### src/rtl/hack_reg_readout.sv
// hack_reg_readout
//   Bit-serial readout engine for Hack computer registers (A, D, PC, RAM words).
//   A start strobe snapshots a DATA_SIZE-wide word and shifts it out on an
//   SPI mode-0 style link: cs_n low for the frame, sclk idling low, sdo
//   changing only while sclk is low so the receiver samples on the sclk rise.
//
// Ports
//   clock      in   main clock, all logic on posedge
//   reset      in   synchronous active-high reset, wins over everything
//   vccd1/vssd1 inout supply pins, present only under USE_POWER_PINS
//   in         in   word to read out, sampled only when start is accepted
//   start      in   frame request, level-sampled while idle
//   busy       out  frame in progress (mirrors cs_n low)
//   done       out  one-cycle pulse as the frame completes
//   cs_n       out  frame select, active low
//   sclk       out  serial clock
//   sdo        out  serial data
//   dbg_state  out  current FSM state (IDLE=0, SHIFT=1, DONE=2)
//
// Handshake: start is a level request; it is accepted on any edge where the
// engine is IDLE and is otherwise dropped, never queued. done pulses for one
// cycle in the cycle cs_n returns high.
module hack_reg_readout #(
  parameter int DATA_SIZE = 16,
  parameter int CLK_DIV   = 4,
  parameter int MSB_FIRST = 1
) (
`ifdef USE_POWER_PINS
  inout  wire                  vccd1,
  inout  wire                  vssd1,
`endif
  input  logic                 clock,
  input  logic                 reset,
  input  logic [DATA_SIZE-1:0] in,
  input  logic                 start,
  output logic                 busy,
  output logic                 done,
  output logic                 cs_n,
  output logic                 sclk,
  output logic                 sdo,
  output logic [1:0]           dbg_state
);

  localparam int DIV_W = (CLK_DIV > 1) ? $clog2(CLK_DIV) : 1;
  localparam int BIT_W = $clog2(DATA_SIZE);
  localparam logic [DIV_W-1:0] DIV_LAST = DIV_W'(CLK_DIV - 1);
  localparam logic [BIT_W-1:0] BIT_LAST = BIT_W'(DATA_SIZE - 1);

  typedef enum logic [1:0] {
    S_IDLE  = 2'd0,
    S_SHIFT = 2'd1,
    S_DONE  = 2'd2
  } state_t;

  state_t               state_q, state_d;
  logic [DATA_SIZE-1:0] shreg_q, shreg_d;
  logic [BIT_W-1:0]     bit_cnt_q, bit_cnt_d;
  logic [DIV_W-1:0]     div_cnt_q, div_cnt_d;
  logic                 sclk_q, sclk_d;
  logic                 cs_n_q, cs_n_d;
  logic                 sdo_q, sdo_d;
  logic                 busy_q, busy_d;
  logic                 done_q, done_d;

  // The shift register rotates rather than shifts, so the bit on sdo is
  // always the one at the outgoing end of the register.
  function automatic logic out_bit(input logic [DATA_SIZE-1:0] v);
    return (MSB_FIRST != 0) ? v[DATA_SIZE-1] : v[0];
  endfunction

  function automatic logic [DATA_SIZE-1:0] advance(input logic [DATA_SIZE-1:0] v);
    if (MSB_FIRST != 0) return {v[DATA_SIZE-2:0], v[DATA_SIZE-1]};
    else                return {v[0], v[DATA_SIZE-1:1]};
  endfunction

  always_comb begin
    state_d   = state_q;
    shreg_d   = shreg_q;
    bit_cnt_d = bit_cnt_q;
    div_cnt_d = div_cnt_q;
    sclk_d    = sclk_q;
    cs_n_d    = cs_n_q;
    sdo_d     = sdo_q;
    busy_d    = busy_q;
    done_d    = 1'b0;

    case (state_q)
      S_IDLE: begin
        if (start) begin
          shreg_d   = in;
          sdo_d     = out_bit(in);
          cs_n_d    = 1'b0;
          busy_d    = 1'b1;
          sclk_d    = 1'b0;
          div_cnt_d = '0;
          bit_cnt_d = '0;
          state_d   = S_SHIFT;
        end
      end
      S_SHIFT: begin
        if (div_cnt_q == DIV_LAST) begin
          div_cnt_d = '0;
          if (!sclk_q) begin
            sclk_d = 1'b1;
          end else begin
            // Falling toggle: either present the next bit or close the frame.
            sclk_d = 1'b0;
            if (bit_cnt_q == BIT_LAST) begin
              cs_n_d    = 1'b1;
              sdo_d     = 1'b0;
              busy_d    = 1'b0;
              done_d    = 1'b1;
              bit_cnt_d = '0;
              state_d   = S_DONE;
            end else begin
              bit_cnt_d = bit_cnt_q + 1'b1;
              shreg_d   = advance(shreg_q);
              sdo_d     = out_bit(advance(shreg_q));
            end
          end
        end else begin
          div_cnt_d = div_cnt_q + 1'b1;
        end
      end
      S_DONE: begin
        state_d = S_IDLE;
      end
      default: begin
        state_d = S_IDLE;
      end
    endcase
  end

  always_ff @(posedge clock) begin
    if (reset) begin
      state_q   <= S_IDLE;
      shreg_q   <= '0;
      bit_cnt_q <= '0;
      div_cnt_q <= '0;
      sclk_q    <= 1'b0;
      cs_n_q    <= 1'b1;
      sdo_q     <= 1'b0;
      busy_q    <= 1'b0;
      done_q    <= 1'b0;
    end else begin
      state_q   <= state_d;
      shreg_q   <= shreg_d;
      bit_cnt_q <= bit_cnt_d;
      div_cnt_q <= div_cnt_d;
      sclk_q    <= sclk_d;
      cs_n_q    <= cs_n_d;
      sdo_q     <= sdo_d;
      busy_q    <= busy_d;
      done_q    <= done_d;
    end
  end

  assign busy      = busy_q;
  assign done      = done_q;
  assign cs_n      = cs_n_q;
  assign sclk      = sclk_q;
  assign sdo       = sdo_q;
  assign dbg_state = state_q;

endmodule

### config.mk
export PLATFORM = sky130hd
export DESIGN_NAME = hack_reg_readout
export DESIGN_NICKNAME = d
export VERILOG_FILES = /design/src/rtl/hack_reg_readout.sv
export SDC_FILE = /design/constraint.sdc
export NUM_CORES = 1
export LEC_CHECK = 0
export ABC_AREA = 1
export ABC_CLOCK_PERIOD_IN_PS = 2900
export CAP_MARGIN = 25
export CORE_MARGIN = 2
export CORE_UTILIZATION = 60
export CTS_BUF_LIST = sky130_fd_sc_hd__clkbuf_16
export CTS_CLUSTER_DIAMETER = 100
export CTS_CLUSTER_SIZE = 28
export DETAILED_ROUTE_END_ITERATION = 10
export DONT_BUFFER_PORTS = 1
export PLACE_DENSITY = 0.77
export SLEW_MARGIN = 10
export SYNTH_ARGS = -nofsm -noshare
export SYNTH_HDL_FRONTEND = slang
export SYNTH_SLANG_ARGS = --single-unit
### constraint.sdc
create_clock -name clock -period 2.9 [get_ports clock]
set_clock_uncertainty 0.05 [all_clocks]
set_input_delay 0.87 -clock clock [delete_from_list [all_inputs] [get_ports clock]]
set_output_delay 0.87 -clock clock [all_outputs]
set_load 0.01 [all_outputs]
Word level (Yosys, flattened, before mapping)
Cells that the tools add are included.
{ "op_classes": {"n_bitwise": 3, "n_addsub": 2, "eq_ne": 8, "reduce_logical": 9, "muxes": 37} }
{ "ops": {"columns": ["cell", "count"], "rows": [
  ["$mux 16", 4],
  ["$pmux 16 s2", 1],
  ["$mux 4", 4],
  ["$mux 1", 15],
  ["$mux 2", 6],
  ["$ne 2x2->1 const B", 5],
  ["$reduce_and 5->1", 2],
  ["$pmux 1 s2", 4],
  ["$pmux 2 s2", 2],
  ["$pmux 4 s2", 1],
  ["$reduce_and 4->1", 2],
  ["$add 4x1->4 const B", 1],
  ["$eq 4x4->1 const B", 1],
  ["$reduce_or 4->1", 1],
  ["$not 1->1", 3],
  ["$reduce_and 3->1", 1],
  ["$add 2x1->2 const B", 1],
  ["$eq 2x1->1 const B", 1],
  ["$eq 2x2->1 const B", 1],
  ["$logic_not 2->1", 1],
  ["$reduce_and 2->1", 1],
  ["$reduce_bool 2->1", 1]
]} }
{ "word_totals": {"ff_bits": 29, "output_inout_bits": 7} }

Depth between registers and ports, before layout
Gate-level depths: netlist of the first run.
{ "depth": {"depth_word": 5, "ltp_mapped": 9, "mapped_depth_nobuf": 9} }

Worst setup path after synthesis of the first run
OpenSTA, ideal clock, no wires.
{ "synth_path": {"path_kind": "input to register", "startpoint": "in start", "endpoint": "reg shreg_q[15]", "path_stages": 6, "setup_slack_ns": 1.227, "path_buffers": 1, "t_arrival_ns": 1.511, "cell_sequence": "nor2_1 > nor2_2 > nand3_2 > buf_4 > nor2_1 > nor2_1"} }
{ "synth_between": {"elab_chain_cells": 2} }
{ "synth_lines": {"columns": ["element", "line_no", "source"], "rows": [
  ["start, declared", "35", "input logic start,"],
  ["$ne 2x2->1 (no line)", null, null],
  ["$reduce_and 5->1 (no line)", null, null],
  ["end signal, assigned", "147", "shreg_q <= shreg_d;"],
  ["end, declared", "56", "logic [DATA_SIZE-1:0] shreg_q, shreg_d;"]
]} }
No other way between the ends.
A chain may end at the register's enable or synchronous reset.

Worst setup path in the final report of the first run
{ "layout_path": {"startpoint": "in start", "endpoint": "reg shreg_q[14]"} }
The elaborated chain is that of the path after synthesis.

==> results of run 1 <==
power by group:
part | internal (mW) | total [mW] | switching [mW]
clock network | 0.304 | 0.459 | 0.155
logic | 0.0504 | 0.155 | 0.105
registers | 0.435 | 0.453 | 0.0173
total | 0.790 | 1.07 | 0.277
cell families after synthesis:
group                      count (synthesis)  share of synthesized area [%]
AOI/OAI and AO/OA                         26                          9.356
adders and majority gates                  2                          1.765
buffers and inverters                     35                          10.86
DFF                                       29                          40.95
and+or+nand+nor                          128                          37.07
worst reg2reg max path, cell delays in order (launching register included):
cell and delay [ps]:
sky130_fd_sc_hd__dfxtp_1 360, sky130_fd_sc_hd__ha_1 190, sky130_fd_sc_hd__nand2_1 90, sky130_fd_sc_hd__nor2_1 250
sky130_fd_sc_hd__nand2_1 110, sky130_fd_sc_hd__nand3_2 400, sky130_fd_sc_hd__nand2_1 130, sky130_fd_sc_hd__nand2_1 90
sky130_fd_sc_hd__nor2_1 50
area by class of cell:
type                            count  area share, %
Sequential cell                    29          37.69
Multi-Input combinational cell    156          44.35
Timing Repair Buffer                1         0.4874
Inverter                           27          6.580
Tap cell                           28          2.275
Clock inverter                      2         0.4874
Clock buffer                        5          8.123
registers in the layout, summed over array words and instances, names as in the netlist:
| name | flops |
|---|---|
| dbg_state | 2 |
| shreg_q | 16 |
| div_cnt_q | 2 |
| sdo | 1 |
| cs_n | 1 |
| sclk | 1 |
| done | 1 |
| busy | 1 |
| bit_cnt_q | 4 |
worst max path at each step:
stage                          endpoint  slack [ps]
6_report       shreg_q[14]$_SDFFE_PP0P_        1070
5_1_grt         shreg_q[5]$_SDFFE_PP0P_         860
4_1_cts        shreg_q[14]$_SDFFE_PP0P_        1060
3_5_place_dp   shreg_q[14]$_SDFFE_PP0P_         780
3_3_place_gp   shreg_q[14]$_SDFFE_PP0P_         840
2_1_floorplan  shreg_q[15]$_SDFFE_PP0P_        1230
routing by layer:
layer  track usage [%]  vias up  routed length (um)
met5                 0        -                   0
met4             11.11        0                  68
met3             8.857       10                 167
met2             39.38       35                1335
met1             25.09      569                1234
li1                  -      670                   -
synth_stat cells:
| cell type | number |
|---|---|
| sky130_fd_sc_hd__dfxtp_1 | 29 |
| sky130_fd_sc_hd__nor2_4 | 1 |
| sky130_fd_sc_hd__nand2_4 | 1 |
| sky130_fd_sc_hd__o21ai_0 | 20 |
| sky130_fd_sc_hd__inv_2 | 2 |
| sky130_fd_sc_hd__nand2_1 | 70 |
| sky130_fd_sc_hd__nor2_2 | 1 |
| sky130_fd_sc_hd__nand3_1 | 6 |
| sky130_fd_sc_hd__nor3b_1 | 1 |
| sky130_fd_sc_hd__buf_6 | 2 |
| sky130_fd_sc_hd__buf_1 | 2 |
| sky130_fd_sc_hd__nor2_1 | 43 |
| sky130_fd_sc_hd__nand4_1 | 3 |
| sky130_fd_sc_hd__a22oi_1 | 1 |
| sky130_fd_sc_hd__ha_1 | 2 |
| sky130_fd_sc_hd__or2_2 | 1 |
| sky130_fd_sc_hd__buf_4 | 1 |
| sky130_fd_sc_hd__inv_1 | 25 |
| sky130_fd_sc_hd__buf_2 | 3 |
| sky130_fd_sc_hd__a21oi_1 | 5 |
| sky130_fd_sc_hd__nand3_2 | 1 |
metrics by stage:
stage	cell area [um2]	hold slack [ps]	power (mW)	setup slack, ps	cells
3_3_place_gp	1408	408.4	0.6048	839.8	241
4_1_cts	1540	446.1	1.073	1062	248
6_report	1540	443.7	1.067	1066	248
2_1_floorplan	1418	392.8	0.5934	1227	220
5_1_grt	1540	471.4	1.130	855.3	248
3_5_place_dp	1408	438.5	0.6127	781.5	241
==> impl_metrics.yaml, run 1 <==
run_status:
  outcome: "finished clean"
detailed_routing:
  route.vias.total: 1284
  avgRoutedWirePerCell_um: 11.31
  post_drt_via_cell_ratio: 5.177
  routed_wl_mm: 2.805
  detail_route.first_pass.iterations: 5
  drc_violation_total_after_the_first_tritonroute_iteration: 24
  antenna_violating_nets_post_route: 0
  drcViolationCount: 0
setup_path:
  crit_top_cell: "sky130_fd_sc_hd__nor2_1"
  critical_path_buf_inv_count: 0
  r2r-start: "bit_cnt_q[0]$_SDFFE_PP0P_"
  worst_setup_path_startpoint: "start"
  r2r_worst_path_depth: 8
  critical_path_peak_fanout: 32
  cp_num_cells: 5
  setup.worst_path.class: "in -> reg"
  critPathMaxStageDelay_ps: 470
  crit_path_leading_delay_family: "simple AND/OR/NAND/NOR gates"
  critical_path.cell_chain: "nor2_1, nor2_2, nand3_2, nor2_1, nor2_1"
  crit_end_element: "register"
  arrival_time_at_the_worst_endpoint_ps: 1940
  start_kind: "input port"
  required_ps: 3000
  reg2reg_to: "shreg_q[4]$_SDFFE_PP0P_"
  timing.reg2reg.setup_slack_ps: 1070
  critical_path.slowest_cell: "sky130_fd_sc_hd__nand3_2"
power_and_ir_drop:
  irDropWorstVdd_mv: 0.4110
  p_leak_nw: 0.7617
  cellPowerDensity_mw_per_mm2: 692.8
layout:
  most-common-layout-cells: "sky130_fd_sc_hd__nand2_1 (70), sky130_fd_sc_hd__nor2_1 (43), sky130_fd_sc_hd__dfxtp_1 (29)"
  register_area_um2: 580.6
  final_nets: 241
  n_fill_cell: 207
  utilization_pct: 68.96
  layout.cells.most_common: "sky130_fd_sc_hd__nand2_1"
  drive_gt1_share_pct: 5.909
  num_antenna_cells: 0
  area.growth.synth_to_final_pct: 8.650
  multi_input_comb_area_um2: 683.2
clock_tree:
  cts.root.buffer_cell: "sky130_fd_sc_hd__clkbuf_16"
  clk_pin_slew_ps: 40
  resize_count_post_cts: 0
  cts.repair_timing.setup_buffer_count: 0
  cts_sinks: 29
  cts-htree-levels: 2
  cts_hold_repair.buffers: 0
  cts_buffers: 5
  cts_buffer_depth: 2
  insertion_delay_ps: 270
  tritoncts: "yes"
placed_design:
  io_buffers: 0
  gp_routability_congestion: 0.8712
  post-dp-hpwl_mm: 1.922
floorplan:
  num_rows: 17
  core_mm2: 0.002233
  floorplan.die_area_mm2: 0.002767
  initial_utilization_pct: 63.47
  die_w_um: 52.61
  y_dimension_of_the_die_um: 52.61
  io_pins: 26
synthesis:
  netlist.top_cell.by_area: "sky130_fd_sc_hd__dfxtp_1"
  synth-seq-area-share_pct: 40.95
  synth.ff_latch_count: 29
  synthesis.instances: 220
  avgSynthCellArea_um2: 6.444
  mappedNetlistArea_mm2: 0.001418
  synth_top_area_share_pct: 40.95
  synth.yosys.warnings: 0
  post_synth_main_area_contributors: "sky130_fd_sc_hd__dfxtp_1 (41%), sky130_fd_sc_hd__nand2_1 (19%), sky130_fd_sc_hd__nor2_1 (11%)"
  postSynthNetCount: 241
  synth.distinct_cells: 21
hold_path:
  holdPathEnd: "div_cnt_q[0]$_SDFFE_PP0P_"
  hold-path-cell-count: 2
  worst_min_delay_path_class: "reg -> reg"
  hold_start: "div_cnt_q[0]$_SDFFE_PP0P_"
grt:
  grt_antenna_before_repair: 0
  grt_first_pass_wirelength_mm: 4.623
  grt_start_max_net_pins: 33
  grt_util_all_layers_pct: 23.20
  grt_pass1_vias: 1147
  grt.overflow.total: 0
sta:
  timing.final.setup_violations: 0
  worst_pin_slew_ps: 752.6
  report.final.slew_viol_count: 0
  fmax_mhz: 545.4
  period_share_pct: 63.23
  grt_setup_unrepaired: "no"
  report.final.hold_viol_count: 0
  final_period_minus_worst_setup_slack_ps: 1834
  setup_total_negative_slack_ps: 0
  max_slew_margin_pct: 49.77
job:
  max_cap_violations: 0
Note: power is estimated with default switching activity, not from simulation.
==> run 2: changes to the inputs <==
- ABC_CLOCK_PERIOD_IN_PS: 2900 -> 1840
- clock period: 2.9 -> 1.84 ns (I/O delays scaled with it)
==> impl_metrics.yaml, run 2 (same netlist as run 1, synthesis figures left out) <==
run_status:
  outcome: "finished clean"
floorplan:
  floorplan.die_area_mm2: 0.002767
  io_pins: 26
  die_w_um: 52.61
  initial_utilization_pct: 63.47
  y_dimension_of_the_die_um: 52.61
  num_rows: 17
  core_mm2: 0.002233
sta:
  fin_worst_hold_slack_ps: 292.6
  period_share_pct: 85.44
  max_slew_margin_pct: 74.57
  timing.final.setup_violations: 0
  report.final.slew_viol_count: 0
  worst_pin_slew_ps: 377.5
  final_period_minus_worst_setup_slack_ps: 1572
  fmax_mhz: 636.1
  grt_setup_unrepaired: "no"
  setup_total_negative_slack_ps: 0
  report.final.hold_viol_count: 0
  final_critical_path_setup_slack_ps: 267.9
grt:
  grt_antenna_before_repair: 0
  grt.overflow.total: 0
  grt_first_pass_wirelength_mm: 4.519
  grt_start_max_net_pins: 21
  grt_util_all_layers_pct: 22.98
  grt_pass1_vias: 1119
setup_path:
  crit_path_leading_delay_family: "simple AND/OR/NAND/NOR gates"
  critical_path_buf_inv_count: 1
  arrival_time_at_the_worst_endpoint_ps: 1690
  critical_path.cell_chain: "ha_1, nand2_1, nor2_1, nand2_1, nand3_2, buf_12, nand2_1, nand2_1, nor2_1"
  crit_end_element: "register"
  setup.worst_path.class: "reg -> reg"
  crit_top_cell: "sky130_fd_sc_hd__nand2_1"
  critical_path.slowest_cell: "sky130_fd_sc_hd__dfxtp_1"
  critical_path_peak_fanout: 20
  start_kind: "register"
  critPathMaxStageDelay_ps: 370
  required_ps: 1950
power_and_ir_drop:
  p_leak_nw: 0.7974
  irDropWorstVdd_mv: 0.9567
  cellPowerDensity_mw_per_mm2: 1086
placed_design:
  io_buffers: 0
  post-dp-hpwl_mm: 1.952
  pre_cts_ws_ps: 201.1
  place.detailed.instances: 246
  gp_routability_congestion: 0.9253
clock_tree:
  cts_hold_repair.buffers: 0
  cts-htree-levels: 2
  cts.root.buffer_cell: "sky130_fd_sc_hd__clkbuf_16"
  resize_count_post_cts: 0
  tritoncts: "yes"
  cts_sinks: 29
  insertion_delay_ps: 270
  cts.repair_timing.setup_buffer_count: 0
  clk_pin_slew_ps: 50
  cts_buffers: 5
  cts_buffer_depth: 2
detailed_routing:
  route.vias.total: 1277
  drcViolationCount: 0
  detail_route.first_pass.iterations: 4
  routed_wl_mm: 2.805
  antenna_violating_nets_post_route: 0
  post_drt_via_cell_ratio: 5.028
  drc_violation_total_after_the_first_tritonroute_iteration: 14
  avgRoutedWirePerCell_um: 11.04
layout:
  area.growth.synth_to_final_pct: 12.62
  num_antenna_cells: 0
  largest_registers: "shreg_q x16, bit_cnt_q x4"
  drive_gt1_share_pct: 8.850
  n_fill_cell: 172
  number_of_flip_flops_under_the_largest_register_name: 16
  final_nets: 246
  layoutNonFillerInstCount: 254
  most-common-layout-cells: "sky130_fd_sc_hd__nand2_1 (70), sky130_fd_sc_hd__nor2_1 (43), sky130_fd_sc_hd__dfxtp_1 (29)"
  registers.top_by_ff_count: "shreg_q"
  layout.cells.most_common: "sky130_fd_sc_hd__nand2_1"
job:
  max_cap_violations: 0
hold_path:
  worst_min_delay_path_class: "in -> reg"
[run 2: worst register-to-register path, stage by stage (launching register included)]
cell and delay, ps:
sky130_fd_sc_hd__dfxtp_1 370, sky130_fd_sc_hd__ha_1 180, sky130_fd_sc_hd__nand2_1 80, sky130_fd_sc_hd__nor2_1 150
sky130_fd_sc_hd__nand2_1 80, sky130_fd_sc_hd__nand3_2 210, sky130_fd_sc_hd__buf_12 190, sky130_fd_sc_hd__nand2_1 60
sky130_fd_sc_hd__nand2_1 50, sky130_fd_sc_hd__nor2_1 40
[run 2: stage by stage]
step / area [um2] / util [%] / power (mW)
after global routing: 1597 / 71.48 / 1.808
after floorplan: 1418 / - / 0.9353
after CTS: 1597 / 71.48 / 1.740
after global placement: 1458 / 65.27 / 0.9734
after detailed placement: 1458 / 65.27 / 0.9847
final: 1597 / 71.48 / 1.733
[run 2: final cells by class]
| cell class | count | area (um2) | share of cell area, % |
|---|---|---|---|
| multi-input cells | 156 | 683.2 | 42.79 |
| flip-flops and latches | 29 | 580.6 | 36.36 |
| clock buffers | 5 | 125.1 | 7.837 |
| inverters | 27 | 101.3 | 6.348 |
| repair buffers | 6 | 57.56 | 3.605 |
| well taps | 28 | 35.03 | 2.194 |
| clock inverters | 3 | 13.76 | 0.8621 |
[run 2: routing by layer]
layer / up-vias / track usage (%) / wire length [um]
met1: 553 / 24.78 / 1230
met2: 33 / 39.17 / 1338
met4: 0 / 14.53 / 76
met3: 8 / 6.286 / 159
met5: - / 0 / 0
li1: 683 / - / -
[run 2: final timing paths]
check | start | endpoint | slack (ps) | cells past startpoint
worst max-delay path | bit_cnt_q[0]$_SDFFE_PP0P_ | shreg_q[10]$_SDFFE_PP0P_ | 270 | 9
worst min-delay path | reset | bit_cnt_q[1]$_SDFFE_PP0P_ | 290 | 1
worst min register to register | div_cnt_q[0]$_SDFFE_PP0P_ | div_cnt_q[0]$_SDFFE_PP0P_ | 430 | 2
worst max register to register | bit_cnt_q[0]$_SDFFE_PP0P_ | shreg_q[10]$_SDFFE_PP0P_ | 270 | 9
[run 2: power by group]
part	total (mW)	internal, mW	switching [mW]
clock	0.758	0.489	0.270
sequential	0.712	0.685	0.0267
combinational	0.263	0.0951	0.168
total	1.73	1.27	0.464
==> run 3: changes to the inputs <==
- CTS_BUF_LIST: sky130_fd_sc_hd__clkbuf_16 -> sky130_fd_sc_hd__clkbuf_8 sky130_fd_sc_hd__clkbuf_16
- GPL_TIMING_DRIVEN: not set -> 0
==> impl_metrics.yaml, run 3 (same netlist as run 1, synthesis figures left out) <==
hold_path:
  hold-path-cell-count: 1
  worst_min_delay_path_class: "in -> reg"
  hold_start: "reset"
  holdPathEnd: "bit_cnt_q[0]$_SDFFE_PP0P_"
layout:
  num_antenna_cells: 0
  utilization_pct: 68.74
  layoutNonFillerInstCount: 256
  layout.cells.most_common: "sky130_fd_sc_hd__nand2_1"
  registers.top_by_ff_count: "shreg_q"
  multi_input_comb_area_um2: 683.2
  register_area_um2: 580.6
  drive_gt1_share_pct: 8.772
  largest_registers: "shreg_q x16, bit_cnt_q x4"
  number_of_flip_flops_under_the_largest_register_name: 16
  n_fill_cell: 208
  area.growth.synth_to_final_pct: 8.296
  final_nets: 248
  most-common-layout-cells: "sky130_fd_sc_hd__nand2_1 (70), sky130_fd_sc_hd__nor2_1 (43), sky130_fd_sc_hd__dfxtp_1 (29)"
  area_of_all_placed_cells_without_fillers_mm2: 0.001535
detailed_routing:
  drcViolationCount: 0
  antenna_violating_nets_post_route: 0
  detail_route.first_pass.iterations: 4
  post_drt_via_cell_ratio: 5.047
  drc_violation_total_after_the_first_tritonroute_iteration: 14
  route.vias.total: 1292
  avgRoutedWirePerCell_um: 11.66
  routed_wl_mm: 2.985
sta:
  fin_worst_hold_slack_ps: 280.4
  final_period_minus_worst_setup_slack_ps: 1601
  grt_setup_unrepaired: "no"
  report.final.slew_viol_count: 0
  worst_pin_slew_ps: 502.8
  period_share_pct: 87.01
  max_slew_margin_pct: 66.48
  report.final.hold_viol_count: 0
  fmax_mhz: 624.6
  final_critical_path_setup_slack_ps: 239.1
  timing.final.setup_violations: 0
  setup_total_negative_slack_ps: 0
grt:
  grt_antenna_before_repair: 0
  grt_first_pass_wirelength_mm: 4.671
  grt.overflow.total: 0
  grt_pass1_vias: 1141
  grt_util_all_layers_pct: 23.82
  grt_start_max_net_pins: 11
clock_tree:
  tritoncts: "yes"
  cts.repair_timing.setup_buffer_count: 0
  cts_buffer_depth: 2
  cts.root.buffer_cell: "sky130_fd_sc_hd__clkbuf_8"
  resize_count_post_cts: 0
  cts_hold_repair.buffers: 0
  cts_buffers: 5
  clk_pin_slew_ps: 60
  cts_sinks: 29
  insertion_delay_ps: 290
  cts-htree-levels: 2
floorplan:
  core_mm2: 0.002233
  y_dimension_of_the_die_um: 52.61
  num_rows: 17
  initial_utilization_pct: 63.47
  io_pins: 26
  die_w_um: 52.61
  floorplan.die_area_mm2: 0.002767
setup_path:
  required_ps: 1970
  arrival_time_at_the_worst_endpoint_ps: 1730
  start_kind: "register"
  reg2reg_to: "shreg_q[4]$_SDFFE_PP0P_"
  r2r_worst_path_depth: 9
  timing.reg2reg.setup_slack_ps: 240
  critical_path_peak_fanout: 10
  crit_end_element: "register"
  r2r-start: "bit_cnt_q[0]$_SDFFE_PP0P_"
  setup.worst_path.class: "reg -> reg"
placed_design:
  place.detailed.instances: 248
  post-dp-hpwl_mm: 2.122
  gp_routability_congestion: 0.8886
  placed_area_mm2: 0.001453
  io_buffers: 0
  pre_cts_ws_ps: 265.4
power_and_ir_drop:
  finalPower_mw: 1.470
  p_leak_nw: 0.7671
  cellPowerDensity_mw_per_mm2: 957.6
  irDropWorstVdd_mv: 0.7535
run_status:
  outcome: "finished clean"
job:
  max_cap_violations: 0
[run 3: cell count changes in the layout (fill, tap and decap cells not counted)]
cell | previous run | this run
sky130_fd_sc_hd__buf_12 | 1 | 0
sky130_fd_sc_hd__buf_2 | 0 | 3
sky130_fd_sc_hd__buf_1 | 0 | 2
sky130_fd_sc_hd__clkbuf_8 | 0 | 5
sky130_fd_sc_hd__buf_4 | 5 | 1
sky130_fd_sc_hd__buf_6 | 0 | 2
sky130_fd_sc_hd__clkbuf_16 | 5 | 0
[run 3: metal layers]
metal  GRT usage, %  part of all wire, %
met5              0                    0
met4          16.24                  2.7
met3          5.429                  5.4
met2          43.13                   50
met1          23.71                   42
[run 3: how the worst max path moves through the flow]
| stage | startpoint | depth (start not counted) | endpoint | slack (ps) |
|---|---|---|---|---|
| 2_1_floorplan | start | 6 | shreg_q[15]$_SDFFE_PP0P_ | 480 |
| 3_3_place_gp | dbg_state[1]$_SDFFE_PP0P_ | 7 | cs_n$_SDFFE_PP1P_ | 310 |
| 3_5_place_dp | bit_cnt_q[0]$_SDFFE_PP0P_ | 9 | shreg_q[13]$_SDFFE_PP0P_ | 270 |
| 4_1_cts | bit_cnt_q[0]$_SDFFE_PP0P_ | 9 | shreg_q[4]$_SDFFE_PP0P_ | 240 |
| 5_1_grt | dbg_state[1]$_SDFFE_PP0P_ | 7 | cs_n$_SDFFE_PP1P_ | 60 |
| 6_report | bit_cnt_q[0]$_SDFFE_PP0P_ | 9 | shreg_q[4]$_SDFFE_PP0P_ | 240 |
[run 3: power breakdown]
part	switching, mW	internal, mW	leakage, nW	total [mW]
clock network	0.235	0.255	0.0491	0.491
registers	0.0270	0.684	0.239	0.711
logic	0.174	0.0940	0.479	0.268
total	0.437	1.03	0.767	1.47
[run 3: final cells by class]
cell class	instances	area share (%)
tap	28	2.282
multi-input combinational	156	44.50
inverter	27	6.601
sequential	29	37.82
clock buffer	5	4.482
clock inverter	3	0.8965
buffer	8	3.423
[run 3: critical path, cell delays in order, from the launching register on]
cell and delay, ps:
sky130_fd_sc_hd__dfxtp_1 370, sky130_fd_sc_hd__ha_1 190, sky130_fd_sc_hd__nand2_1 70, sky130_fd_sc_hd__nor2_1 240
sky130_fd_sc_hd__nand2_1 100, sky130_fd_sc_hd__nand3_2 130, sky130_fd_sc_hd__buf_6 160, sky130_fd_sc_hd__nand2_1 60
sky130_fd_sc_hd__nand2_1 70, sky130_fd_sc_hd__nor2_1 50
